`src/rtl/hazard_pkg.sv`:
```
// hazard_pkg: shared state encoding and register-index constants for the dual-issue hazard unit.
package hazard_pkg;
    typedef enum logic {
        PAIR = 1'b0,
        HALF = 1'b1
    } state_t;
    localparam int REG_W_DEF = 5;
    localparam logic [REG_W_DEF-1:0] ZERO_REG = '0;
endpackage

```
`src/rtl/hazard_match.sv`:
```
// hazard_match: flags a load-use hit of one ID slot against one EX slot.
//   ex_dest_i / ex_ld_i : EX-slot destination and load flag
//   rs_i / rt_i         : ID-slot sources; rt_i counts only when usesrt_i is set
//   hit_o               : EX slot is a load to a nonzero register the ID slot reads
module hazard_match
    import hazard_pkg::*;
#(
    parameter int REG_W = REG_W_DEF
) (
    input  logic [REG_W-1:0] ex_dest_i,
    input  logic             ex_ld_i,
    input  logic [REG_W-1:0] rs_i,
    input  logic [REG_W-1:0] rt_i,
    input  logic             usesrt_i,
    output logic             hit_o
);
    assign hit_o = ex_ld_i && ex_dest_i != REG_W'(ZERO_REG) &&
                   (ex_dest_i == rs_i || (usesrt_i && ex_dest_i == rt_i));
endmodule

```
`src/rtl/dual_issue_hazard_unit.sv`:
```
// dual_issue_hazard_unit: decides which slots of the ID bundle may enter EX each cycle.
//   clk, rst (sync, active-low), flush        : clock, reset, redirect kill
//   id_valid*/rs*/rt*/usesrt*/dest*/regwrite*/memread* : ID bundle fields
//   issue1/issue2 : slot enters EX; stall_if : hold PC and IF/ID
//   hold_slot2    : IF/ID keeps slot 2 only; bubble_ex : NOP into ID/EX for non-issued slot(s)
//   stall_cnt     : saturating count of stall/split cycles
module dual_issue_hazard_unit
    import hazard_pkg::*;
#(
    parameter int REG_W = REG_W_DEF,
    parameter int CNT_W = 16
) (
    input  logic             clk,
    input  logic             rst,
    input  logic             flush,
    input  logic             id_valid1,
    input  logic             id_valid2,
    input  logic [REG_W-1:0] rs1_ID,
    input  logic [REG_W-1:0] rt1_ID,
    input  logic [REG_W-1:0] rs2_ID,
    input  logic [REG_W-1:0] rt2_ID,
    input  logic             usesrt1_ID,
    input  logic             usesrt2_ID,
    input  logic [REG_W-1:0] dest1_ID,
    input  logic [REG_W-1:0] dest2_ID,
    input  logic             regwrite1_ID,
    input  logic             regwrite2_ID,
    input  logic             memread1_ID,
    input  logic             memread2_ID,
    output logic             issue1,
    output logic             issue2,
    output logic             stall_if,
    output logic             hold_slot2,
    output logic             bubble_ex,
    output logic [CNT_W-1:0] stall_cnt
);
    state_t           state_q, state_d;
    logic [REG_W-1:0] ex_dest1_q, ex_dest2_q;
    logic             ex_ld1_q, ex_ld2_q;
    logic [CNT_W-1:0] cnt_q;
    logic             h11, h12, h21, h22, lu1, lu2, dep;

    hazard_match #(.REG_W(REG_W)) u_m11 (.ex_dest_i(ex_dest1_q), .ex_ld_i(ex_ld1_q), .rs_i(rs1_ID), .rt_i(rt1_ID), .usesrt_i(usesrt1_ID), .hit_o(h11));
    hazard_match #(.REG_W(REG_W)) u_m12 (.ex_dest_i(ex_dest2_q), .ex_ld_i(ex_ld2_q), .rs_i(rs1_ID), .rt_i(rt1_ID), .usesrt_i(usesrt1_ID), .hit_o(h12));
    hazard_match #(.REG_W(REG_W)) u_m21 (.ex_dest_i(ex_dest1_q), .ex_ld_i(ex_ld1_q), .rs_i(rs2_ID), .rt_i(rt2_ID), .usesrt_i(usesrt2_ID), .hit_o(h21));
    hazard_match #(.REG_W(REG_W)) u_m22 (.ex_dest_i(ex_dest2_q), .ex_ld_i(ex_ld2_q), .rs_i(rs2_ID), .rt_i(rt2_ID), .usesrt_i(usesrt2_ID), .hit_o(h22));

    // An invalid slot carries no real instruction, so it never causes a load-use stall.
    assign lu1 = id_valid1 && (h11 || h12);
    assign lu2 = id_valid2 && (h21 || h22);
    assign dep = id_valid1 && id_valid2 && regwrite1_ID && dest1_ID != REG_W'(ZERO_REG) &&
                 (dest1_ID == rs2_ID || (usesrt2_ID && dest1_ID == rt2_ID) ||
                  (regwrite2_ID && dest1_ID == dest2_ID));

    always_comb begin
        issue1     = 1'b0;
        issue2     = 1'b0;
        stall_if   = 1'b0;
        hold_slot2 = 1'b0;
        bubble_ex  = 1'b0;
        state_d    = state_q;
        if (!rst) begin
            state_d = PAIR;
        end else if (state_q == PAIR) begin
            if (flush) begin
                bubble_ex = 1'b1;
            end else if (lu1 || (lu2 && !dep)) begin
                bubble_ex = 1'b1;
                stall_if  = 1'b1;
            end else if (dep) begin
                issue1     = 1'b1;
                stall_if   = 1'b1;
                hold_slot2 = 1'b1;
                bubble_ex  = 1'b1;
                state_d    = HALF;
            end else begin
                issue1 = id_valid1;
                issue2 = id_valid2;
            end
        end else begin
            // Slot 1 already sits in EX, so any RAW on it is covered by forwarding.
            if (flush) begin
                bubble_ex = 1'b1;
                state_d   = PAIR;
            end else if (lu2) begin
                bubble_ex = 1'b1;
                stall_if  = 1'b1;
            end else begin
                issue2  = 1'b1;
                state_d = PAIR;
            end
        end
    end

    always_ff @(posedge clk) begin
        if (!rst) begin
            state_q    <= PAIR;
            ex_dest1_q <= '0;
            ex_dest2_q <= '0;
            ex_ld1_q   <= 1'b0;
            ex_ld2_q   <= 1'b0;
            cnt_q      <= '0;
        end else begin
            state_q    <= state_d;
            ex_dest1_q <= issue1 ? dest1_ID : '0;
            ex_dest2_q <= issue2 ? dest2_ID : '0;
            ex_ld1_q   <= issue1 && memread1_ID;
            ex_ld2_q   <= issue2 && memread2_ID;
            cnt_q      <= (stall_if && cnt_q != '1) ? cnt_q + CNT_W'(1) : cnt_q;
        end
    end

    assign stall_cnt = rst ? cnt_q : '0;
endmodule

```
`config.mk`:
```
export PLATFORM = sky130hd
export DESIGN_NAME = dual_issue_hazard_unit
export DESIGN_NICKNAME = d
export VERILOG_FILES = /design/src/rtl/hazard_pkg.sv /design/src/rtl/hazard_match.sv /design/src/rtl/dual_issue_hazard_unit.sv
export SDC_FILE = /design/constraint.sdc
export NUM_CORES = 1
export LEC_CHECK = 0
export BUFFER_PORTS_ARGS = -buffer_cell sky130_fd_sc_hd__clkbuf_2
export CORE_AREA = 2 2 59 83
export CTS_CLUSTER_DIAMETER = 40
export CTS_CLUSTER_SIZE = 8
export DETAILED_ROUTE_END_ITERATION = 16
export DIE_AREA = 0 0 61 85
export PLACE_DENSITY = 0.75
export REMOVE_ABC_BUFFERS = 1
export SLEW_MARGIN = 0
export SYNTH_ARGS = -nofsm -noshare
export SYNTH_HDL_FRONTEND = slang
export SYNTH_SLANG_ARGS = --single-unit
```
`constraint.sdc`:
```
create_clock -name clk -period 2.9 [get_ports clk]
set_clock_uncertainty 0.2 [all_clocks]
set_input_delay 0.145 -clock clk [delete_from_list [all_inputs] [get_ports clk]]
set_output_delay 0.145 -clock clk [all_outputs]
set_load 0.01 [all_outputs]
```
==> flow_summary_export.csv, run 1 <==
group,metric,value,unit
final_layout,instances_no_fill,394,
placement,placed_cells,369,
route,firstDrtPassIters,4,
clock_tree,cts_root_buffer,"clkbuf_8",
route,vias,2139,
pwr,ir_drop,242,uV
floorplan,die_w,61,um
floorplan,core,4460,um2
worst_setup_path,cp_data_required_time,2.56,ns
sta,clock.fmax,355,MHz
floorplan,initial_core_util,48.0,%
global_route,grt_max_degree,25,
worst_setup_path,cp-end-kind,"output pin",
placement,port_buffers,61,
sta,finalMaxSlewViolations,0,
final_layout,antenna_cells,0,
final_layout,drive_gt1_share,33.4,%
clock_tree,path_clk_slew,0.06,ns
logic_synthesis,synth_top_area_cell,"dfxtp_1",
pwr,power_density,319,nW/um2
outcome,status,"completed",
sta,tightest_slew,0.631,ns
global_route,grt_first_pass_wirelength,9080,um
route,vias_per_cell,5.43,
worst_hold_path,min_path_type,"primary input to flip-flop",
placement,gp_congestion,0.939,
sta,slew_headroom,57.6,%
worst_setup_path,slowest_stage,"or4_4",
worst_setup_path,slowest_delay,0.53,ns
logic_synthesis,synth_area_per_cell,8.43,um2
flow_run,cap_viol_max_count,0,
clock_tree,clockBufferDepth,2,
final_layout,layout.nets,373,
logic_synthesis,ys_types,41,
clock_tree,cts_tree,"built",
global_route,grtUsageTotal,23.4,%
logic_synthesis,synth_top_area_share,27.1,%
worst_setup_path,cp_cell_sequence,"or4_4 > o21a_4 > nand2_2 > o22ai_4 > a221oi_4 > buf_12 > o211a_4 > buf_6",
logic_synthesis,synth-seq-cells,29,
final_layout,fillers,397,
worst_setup_path,crit_arrival,2.48,ns
final_layout,utilization,63.3,%
final_layout,seq_area,592,um2
placement,dpl.hpwl,4320,um
clock_tree,cts_sinks,29,
final_layout,areaGrowthSynthToFinish,32.0,%
floorplan,rows,29,
sta,hold_violations,0,
pwr,p_leak,1.25,nW
floorplan,die_area,5190,um2
route,initialDrtViolationCount,106,
clock_tree,cts_buffers,5,
route,wirelength,6030,um
sta,final.setup.tns,0,ns
sta,period_minus_slack,2.82,ns
clock_tree,clk_latency,0.28,ns
logic_synthesis,syn_area,2140,um2
clock_tree,h-tree-depth,2,
logic_synthesis,synth_area_leaders,"dfxtp_1 (27%), xor2_1 (19%), and2_1 (7.0%)",
global_route,grt-ovfl-total,0,
worst_setup_path,cp-start-kind,"flip-flop",
worst_setup_path,critPathKind,"flip-flop to output pin",
sta,holdWs,0.0108,ns
logic_synthesis,yosysWarnings,0,
route,drc,0,
sta,fin_crit_sh,97.3,%
worst_setup_path,path_max_fanout,6,
global_route,antenna_found_initial,0,
route,final_antenna_net_count,0,
logic_synthesis,ys_seq_area_share,27.1,%
global_route,grt_pass1_vias,2020,
sta,finalSetupViolations,0,
logic_synthesis,syn_inst,254,
pwr,p_total,0.000900,W
route,routedWlPerCell,15.3,um
floorplan,pin_count,62,
final_layout,multiInputGateArea,1490,um2
floorplan,die_h,85,um
## cells in the mapped netlist
| cell | instances |
|---|---|
| o211a_4 | 1 |
| o21ai_1 | 5 |
| nor4_1 | 10 |
| clkinv_1 | 1 |
| nand2b_1 | 1 |
| and2_1 | 24 |
| xnor2_1 | 8 |
| dfxtp_1 | 29 |
| nor2b_1 | 2 |
| buf_8 | 1 |
| or3_1 | 6 |
| o22ai_1 | 1 |
| ha_1 | 1 |
| xor2_1 | 47 |
| o31ai_1 | 1 |
| o2111ai_1 | 1 |
| nand2_1 | 14 |
| o22ai_2 | 1 |
| a221oi_4 | 1 |
| nor4b_1 | 2 |
| or4_1 | 6 |
| a21oi_1 | 7 |
| a32oi_1 | 4 |
| mux2_4 | 4 |
| inv_1 | 6 |
| nand4b_1 | 1 |
| nor2_2 | 1 |
| clkbuf_1 | 5 |
| a2111oi_2 | 1 |
| nor2_1 | 21 |
| mux2i_1 | 2 |
| nor3_1 | 8 |
| a31o_2 | 1 |
| o21a_1 | 2 |
| buf_2 | 5 |
| nand3_1 | 10 |
| nand4_1 | 3 |
| and3_1 | 2 |
| buf_6 | 3 |
| mux2_2 | 4 |
| nor3_2 | 1 |
## layout make-up
cell class / count / share of cell area [%]
flip-flops and latches: 29 / 20.9
inverters: 7 / 0.930
clock inverters: 2 / 0.354
repair buffers: 84 / 19.9
well taps: 62 / 2.75
multi-input cells: 204 / 52.6
clock buffers: 6 / 2.57
## power breakdown
part | internal (W) | switching [W]
Sequential | 0.000402 | 0.00000740
Clock | 0.000166 | 0.000155
Combinational | 0.0000808 | 0.0000891
Total | 0.000649 | 0.000251
## through the flow
| stage | instance area, um2 | setup WS [ns] |
|---|---|---|
| 2_1_floorplan | 2050 | 0.224 |
| 5_1_grt | 2830 | -0.00386 |
| 3_3_place_gp | 2490 | 0.239 |
| 3_5_place_dp | 2490 | 0.184 |
| 4_1_cts | 2640 | 0.0480 |
| 6_report | 2830 | 0.0795 |
## routing by layer
layer	global-route usage [%]	up-vias	wire [um]
met2	42.9	103	3340
met3	3.81	18	363
met1	25.2	989	2160
li1	-	1029	-
met4	9.49	0	168
met5	0	-	0
## flip-flops by register name (all words and copies together), names as in the netlist
| name | flops |
|---|---|
| ex_dest1_q | 5 |
| ex_ld1_q | 1 |
| ex_dest2_q | 5 |
| cnt_q | 16 |
| state_q | 1 |
| ex_ld2_q | 1 |
## cell families after synthesis
family	after synthesis	synth area share (%)
buffers and inverters	21	5.55
XOR/XNOR	55	22.5
AND/OR/NAND/NOR	112	28.5
multiplexers	10	5.84
AO/OA/AOI/OAI	26	9.94
adder cells (fa/ha/maj)	1	0.584
flip-flops	29	27.1
## worst max-delay path: cells and delay by family, from the launching register on
family | cells | cell delay [ns]
flip-flops | 1 | 0.36
AO/OA/AOI/OAI | 4 | 0.96
AND/OR/NAND/NOR | 2 | 0.60
buffers and inverters | 2 | 0.27
## cells in the final DEF (no fill, tap or decap), types with 3 or more instances in the layout
cell and count:
a21oi_1 7, a32oi_1 3, and2_1 24, buf_4 12, clkbuf_2 60, clkbuf_8 5
dfxtp_1 24, dfxtp_2 3, dlygate4sd3_1 7, inv_1 6, mux2_2 4, mux2_4 4
nand2_1 12, nand3_1 10, nand4_1 3, nor2_1 21, nor3_1 8, nor4_1 9
o21ai_1 5, or3_1 6, or4_1 5, xnor2_1 8, xor2_1 47
## worst paths after layout
check / startpoint / endpoint / slack [ns] / cells past startpoint
setup / recovery: ex_dest2_q[0] / issue2 / 0.08 / 8
hold / removal: dest1_ID[1] / ex_dest1_q[1] / 0.01 / 2
setup reg to reg: ex_dest1_q[0] / cnt_q[6] / 0.12 / 9
hold reg to reg: cnt_q[14] / cnt_q[14] / 0.29 / 2
## repair_timing
item | 4_1_cts | 5_1_grt
endpoints found under the setup margin | 0 | 3
hold buffers | 7 | 0
buffers inserted | 0 | 8
endpoints found under the hold margin | 7 | 0
gates resized for setup | 0 | 17
(Power assumes the default switching activity.)
==> inputs of run 2 (changes only) <==
- ABC_AREA: default -> 1
- CORE_AREA: 2 2 59 83 -> 2 2 63 89
- DIE_AREA: 0 0 61 85 -> 0 0 65 91
- PLACE_DENSITY: 0.75 -> 0.74
==> flow_summary_export.csv, run 2 <==
group,metric,value,unit
outcome,status,"completed",
logic_synthesis,ys_seq_area_share,23.0,%
floorplan,initial_core_util,49.6,%
logic_synthesis,synth-seq-cells,29,
final_layout,antenna_cells,0,
route,vias,2854,
clock_tree,cts_buffers,5,
worst_setup_path,slowest_delay,0.42,ns
sta,hold_violations,0,
sta,tightest_slew,0.498,ns
worst_setup_path,path_delay_family,"simple AND/OR/NAND/NOR gates",
pwr,ir_drop,306,uV
sta,finalSetupViolations,0,
worst_setup_path,cp-end-kind,"output pin",
final_layout,top_register,"cnt_q",
route,wirelength,6750,um
final_layout,largest_register_ff_count,16,
pwr,p_leak,1.75,nW
route,routedWlPerCell,11.5,um
logic_synthesis,synth_area_per_cell,5.68,um2
logic_synthesis,synth_ff_type,"dfxtp_1",
worst_setup_path,crit_top_cell,"nand2_1",
final_layout,seq_area,581,um2
clock_tree,path_clk_slew,0.07,ns
clock_tree,clockBufferDepth,2,
worst_hold_path,hold_start,"rst",
sta,slew_headroom,66.7,%
worst_setup_path,critPathBufInv,4,
clock_tree,h-tree-depth,2,
sta,period_minus_slack,2.59,ns
worst_setup_path,critPathKind,"flip-flop to output pin",
final_layout,areaGrowthSynthToFinish,22.0,%
logic_synthesis,postSynth.asyncResetShare,0,%
logic_synthesis,synth_top_area_share,23.2,%
global_route,grt_max_degree,22,
logic_synthesis,synth_area_leaders,"nand2_1 (23%), dfxtp_1 (23%), inv_1 (10%)",
floorplan,core,5080,um2
logic_synthesis,synth_edf_count,0,
worst_hold_path,min_path_type,"primary input to flip-flop",
floorplan,rows,31,
route,vias_per_cell,4.88,
logic_synthesis,syn_area,2520,um2
final_layout,layout_common_cells,"nand2_1 (156), inv_1 (69), clkbuf_2 (61), nor2_1 (51), dfxtp_1 (29)",
final_layout,multiInputGateArea,1590,um2
sta,fin_crit_sh,89.3,%
logic_synthesis,synth_top_area_cell,"nand2_1",
route,final_antenna_net_count,0,
placement,gp_congestion,0.902,
floorplan,die_area,5920,um2
route,initialDrtViolationCount,224,
worst_setup_path,slowest_stage,"dfxtp_1",
pwr,power_density,298,nW/um2
worst_setup_path,cp-start-kind,"flip-flop",
flow_run,cap_viol_max_count,0,
worst_setup_path,cp_cell_sequence,"inv_1 > nand2_1 > nand2_1 > nor2_1 > nand3_1 > nand2_1 > nand2_1 > nand2_1 > nand2_2 > a21oi_1 > or2_1 > inv_1 > nand2_1 > inv_1 > clkbuf_2",
sta,clock.fmax,386,MHz
logic_synthesis,ys_types,33,
final_layout,top_regs,"cnt_q x16, ex_dest1_q x5, ex_dest2_q x5",
floorplan,pin_count,62,
final_layout,utilization,60.5,%
worst_setup_path,crit_arrival,2.24,ns
final_layout,final_common_cell,"nand2_1",
global_route,grtUsageTotal,24.5,%
logic_synthesis,yosysWarnings,0,
placement,dpl-instance-area,2870,um2
logic_synthesis,synth.most_common_cell,"nand2_1",
worst_setup_path,worstSetupStartpoint,"ex_dest2_q[1]",
logic_synthesis,synthTopCellsByCount,"nand2_1 (156), inv_1 (69), nor2_1 (51)",
placement,port_buffers,61,
final_layout,drive_gt1_share,18.9,%
global_route,grt-ovfl-total,0,
worst_setup_path,cp_data_required_time,2.56,ns
placement,dpl.hpwl,5330,um
clock_tree,clk_latency,0.28,ns
clock_tree,cts_root_buffer,"clkbuf_8",
route,firstDrtPassIters,4,
global_route,antenna_found_initial,0,
clock_tree,cts_tree,"built",
worst_setup_path,rr_startpoint,"ex_dest2_q[1]",
logic_synthesis,syn_inst,444,
final_layout,design_area,3080,um2
sta,final.setup.tns,0,ns
global_route,grt_first_pass_wirelength,11500,um
final_layout,layout.nets,560,
sta,rsz0062_at_grt,"false",
floorplan,die_w,65,um
clock_tree,cts_sinks,29,
final_layout,fillers,532,
floorplan,die_h,91,um
worst_setup_path,path_max_fanout,7,
route,drc,0,
sta,finalMaxSlewViolations,0,
global_route,grt_pass1_vias,2746,
==> run 2: cell types whose count changed in the layout (fill, tap and decap cells not counted), moves of 17 or more <==
cell     before  now
xor2_1       47   16
inv_1         6   69
and2_1       24    0
nor2_1       21   51
nand4_1       3   20
nand2_1      12  156
==> run 2: path summary, 6_finish.rpt <==
check,endpoint,slack (ns),cells past startpoint
setup reg to reg,cnt_q[13],0.62,13
hold / removal,cnt_q[12],0.14,3
setup / recovery,issue1,0.31,15
hold reg to reg,cnt_q[3],0.29,2
==> run 2: layout make-up <==
type	instances	area share, %
sequential	29	18.9
clock inverter	2	0.325
timing repair buffer	75	14.3
multi-input combinational	326	51.5
clock buffer	6	2.36
inverter	81	9.89
tap	66	2.69
==> run 2: logic make-up (layout without fill, tap and decap cells) <==
group / count (synthesis) / count (layout) / share of synthesized area [%]
flops: 29 / 29 / 23.0
simple gates: 271 / 271 / 47.6
xor+xnor: 25 / 25 / 8.69
fa+ha+maj: 1 / 1 / 0.496
buf+inv: 89 / 164 / 14.1
compound gates: 29 / 29 / 6.16
==> run 2: timing repair <==
action | 4_1_cts | 5_1_grt
hold endpoints to repair | 12 | 0
resized for setup | 0 | 0
hold buffers | 12 | 0
setup endpoints to repair | 0 | 0
setup buffers | 0 | 0
==> run 2: power by group <==
| part | switching [W] | internal, W |
|---|---|---|
| registers | 0.00000649 | 0.000403 |
| clock network | 0.000159 | 0.000166 |
| logic | 0.000108 | 0.0000740 |
==> run 2: metrics by stage <==
stage	instances	worst slack [ns]	hold slack [ns]	total power, W
after detailed placement	565	0.649	0.150	0.000586
after global routing	585	0.0579	0.183	0.000961
after global placement	565	0.652	0.146	0.000586
after CTS	585	0.325	0.132	0.000925
after floorplan	436	1.04	0.0572	0.000509
final	585	0.310	0.140	0.000916
==> run 2: worst min-delay path, delay by kind of cell <==
family	cells	cell delay, ns
AND/OR/NAND/NOR	2	0.17
buffers and inverters	1	0.26
==> run 2: per-layer routing <==
metal	wire (um)	share of wire, %	track usage (%)	vias to the layer above
li1	-	-	-	1508
met1	2570	38	25.6	1246
met2	3560	53	45.4	77
met3	284	4.2	3.47	23
met4	331	4.9	13.3	0
met5	0	0	0	-
==> inputs of run 3 (changes only) <==
- BUFFER_PORTS_ARGS: -buffer_cell sky130_fd_sc_hd__clkbuf_2 -> -buffer_cell sky130_fd_sc_hd__buf_2
==> flow_summary_export.csv, run 3 (synthesis gave the netlist of run 2 again) <==
group,metric,value,unit
outcome,status,"completed",
pwr,switchingPower,0.000279,W
final_layout,antenna_cells,0,
floorplan,core,5080,um2
route,vias,2901,
sta,clock.fmax,397,MHz
final_layout,layout.nets,559,
final_layout,top_register,"cnt_q",
route,vias_per_cell,4.97,
clock_tree,cts_sinks,29,
final_layout,areaGrowthSynthToFinish,22.6,%
floorplan,die_area,5920,um2
sta,tightest_slew,0.487,ns
pwr,power_density,314,nW/um2
clock_tree,clk_latency,0.28,ns
route,drc,0,
sta,fin_crit_sh,86.9,%
worst_setup_path,cp_data_required_time,2.56,ns
worst_setup_path,cp-start-kind,"flip-flop",
final_layout,largest_register_ff_count,16,
route,routedWlPerCell,12.0,um
pwr,ir_drop,252,uV
pwr,p_seq_share,42.2,%
sta,period_minus_slack,2.52,ns
final_layout,final_common_cell,"nand2_1",
global_route,grtUsageTotal,25.4,%
placement,gp_congestion,0.975,
sta,holdWs,0.0698,ns
worst_hold_path,min_path_type,"primary input to flip-flop",
global_route,grt_max_degree,22,
pwr,internal-power,0.000691,W
sta,final.setup.tns,0,ns
floorplan,initial_core_util,49.6,%
sta,finalSetupViolations,0,
floorplan,die_h,91,um
clock_tree,cts_root_buffer,"clkbuf_8",
worst_setup_path,crit_arrival,2.18,ns
global_route,grt_first_pass_wirelength,11800,um
flow_run,cap_viol_max_count,0,
global_route,grt-ovfl-total,0,
floorplan,pin_count,62,
worst_hold_path,hold_start,"rst",
clock_tree,h-tree-depth,2,
sta,finalMaxSlewViolations,0,
pwr,comb_power_share,18.9,%
clock_tree,cts_tree,"built",
sta,hold_violations,0,
pwr,swShare,28.7,%
clock_tree,cts_buffers,5,
worst_setup_path,worstSetupStartpoint,"ex_dest2_q[1]",
floorplan,rows,31,
sta,slew_headroom,67.5,%
floorplan,die_w,65,um
clock_tree,path_clk_slew,0.07,ns
global_route,antenna_found_initial,0,
worst_setup_path,critPathKind,"flip-flop to output pin",
pwr,p_leak,1.76,nW
route,final_antenna_net_count,0,
route,initialDrtViolationCount,178,
placement,dpl.hpwl,5480,um
pwr,p_clk_share,38.8,%
final_layout,drive_gt1_share,19.1,%
route,firstDrtPassIters,4,
global_route,grt_pass1_vias,2825,
route,wirelength,7030,um
worst_setup_path,cp-end-kind,"output pin",
placement,port_buffers,61,
clock_tree,clockBufferDepth,2,
sta,rsz0062_at_grt,"false",
final_layout,layout_common_cells,"nand2_1 (155), inv_1 (69), buf_2 (61), nor2_1 (51), dfxtp_1 (29)",
final_layout,top_regs,"cnt_q x16, ex_dest1_q x5, ex_dest2_q x5",
worst_setup_path,rr_startpoint,"ex_dest2_q[1]",
worst_setup_path,path_max_fanout,7,
run 3: changes by cell type in the layout (fill, tap and decap cells not counted), sizes merged:
cell	before	now
buf	2	62
clkbuf	67	7
clkinv	2	1
run 3: metal layers:
layer  GRT usage (%)  routed length [um]  vias to the layer above
met5               0                   0                        -
met2            47.3                3610                       75
met4            16.3                 447                        0
met3            4.09                 255                       26
met1            25.1                2710                     1295
li1                -                   -                     1505
run 3: what timing repair did:
action                                  4_1_cts  5_1_grt
endpoints found under the setup margin        0        1
hold buffers                                 12        0
hold endpoints to repair                     12        0
resized for setup                             0        1
setup buffers                                 0        0
run 3: power by group through the flow:
stage	clock [W]	sequential, W	combinational (W)
after global placement	0	0.000418	0.000167
final	0.000377	0.000410	0.000184
after global routing	0.000406	0.000410	0.000206
after detailed placement	0	0.000418	0.000169
after floorplan	0	0.000417	0.0000926
after CTS	0.000382	0.000409	0.000182
run 3: final timing paths:
| path | to | slack [ns] | depth (start not counted) |
|---|---|---|---|
| max | issue1 | 0.38 | 15 |
| min | cnt_q[1] | 0.07 | 3 |
| max reg2reg | cnt_q[10] | 0.61 | 13 |
| min reg2reg | cnt_q[15] | 0.29 | 2 |
run 3: layout make-up:
cell class | count | area, um2
clock inverter | 1 | 5.00
sequential | 29 | 581
inverter | 81 | 304
tap | 66 | 82.6
timing repair buffer | 74 | 433
fill | 536 | 1990
clock buffer | 7 | 96.3
multi-input combinational | 326 | 1590
run 3: worst max-delay path: stages, from the launching register on:
cell and delay, ns:
dfxtp_1 0.43, inv_1 0.14, nand2_1 0.08, nand2_1 0.04
nor2_1 0.22, nand3_1 0.10, nand2_1 0.08, nand2_1 0.05
nand2_1 0.08, nand2_2 0.10, a21oi_1 0.12, or2_1 0.10
inv_1 0.04, nand2_2 0.14, inv_1 0.05, buf_2 0.13
run 3: stage by stage:
step	cell area, um2	std cells	total power [W]	worst slack (ns)	utilization, %
global placement	2870	564	0.000585	0.643	56.4
global route	3090	584	0.00102	0.0927	60.8
finish	3090	584	0.000970	0.379	60.8
detailed placement	2870	564	0.000587	0.624	56.4
CTS	3090	584	0.000974	0.304	60.7
floorplan	2470	436	0.000509	1.04	-
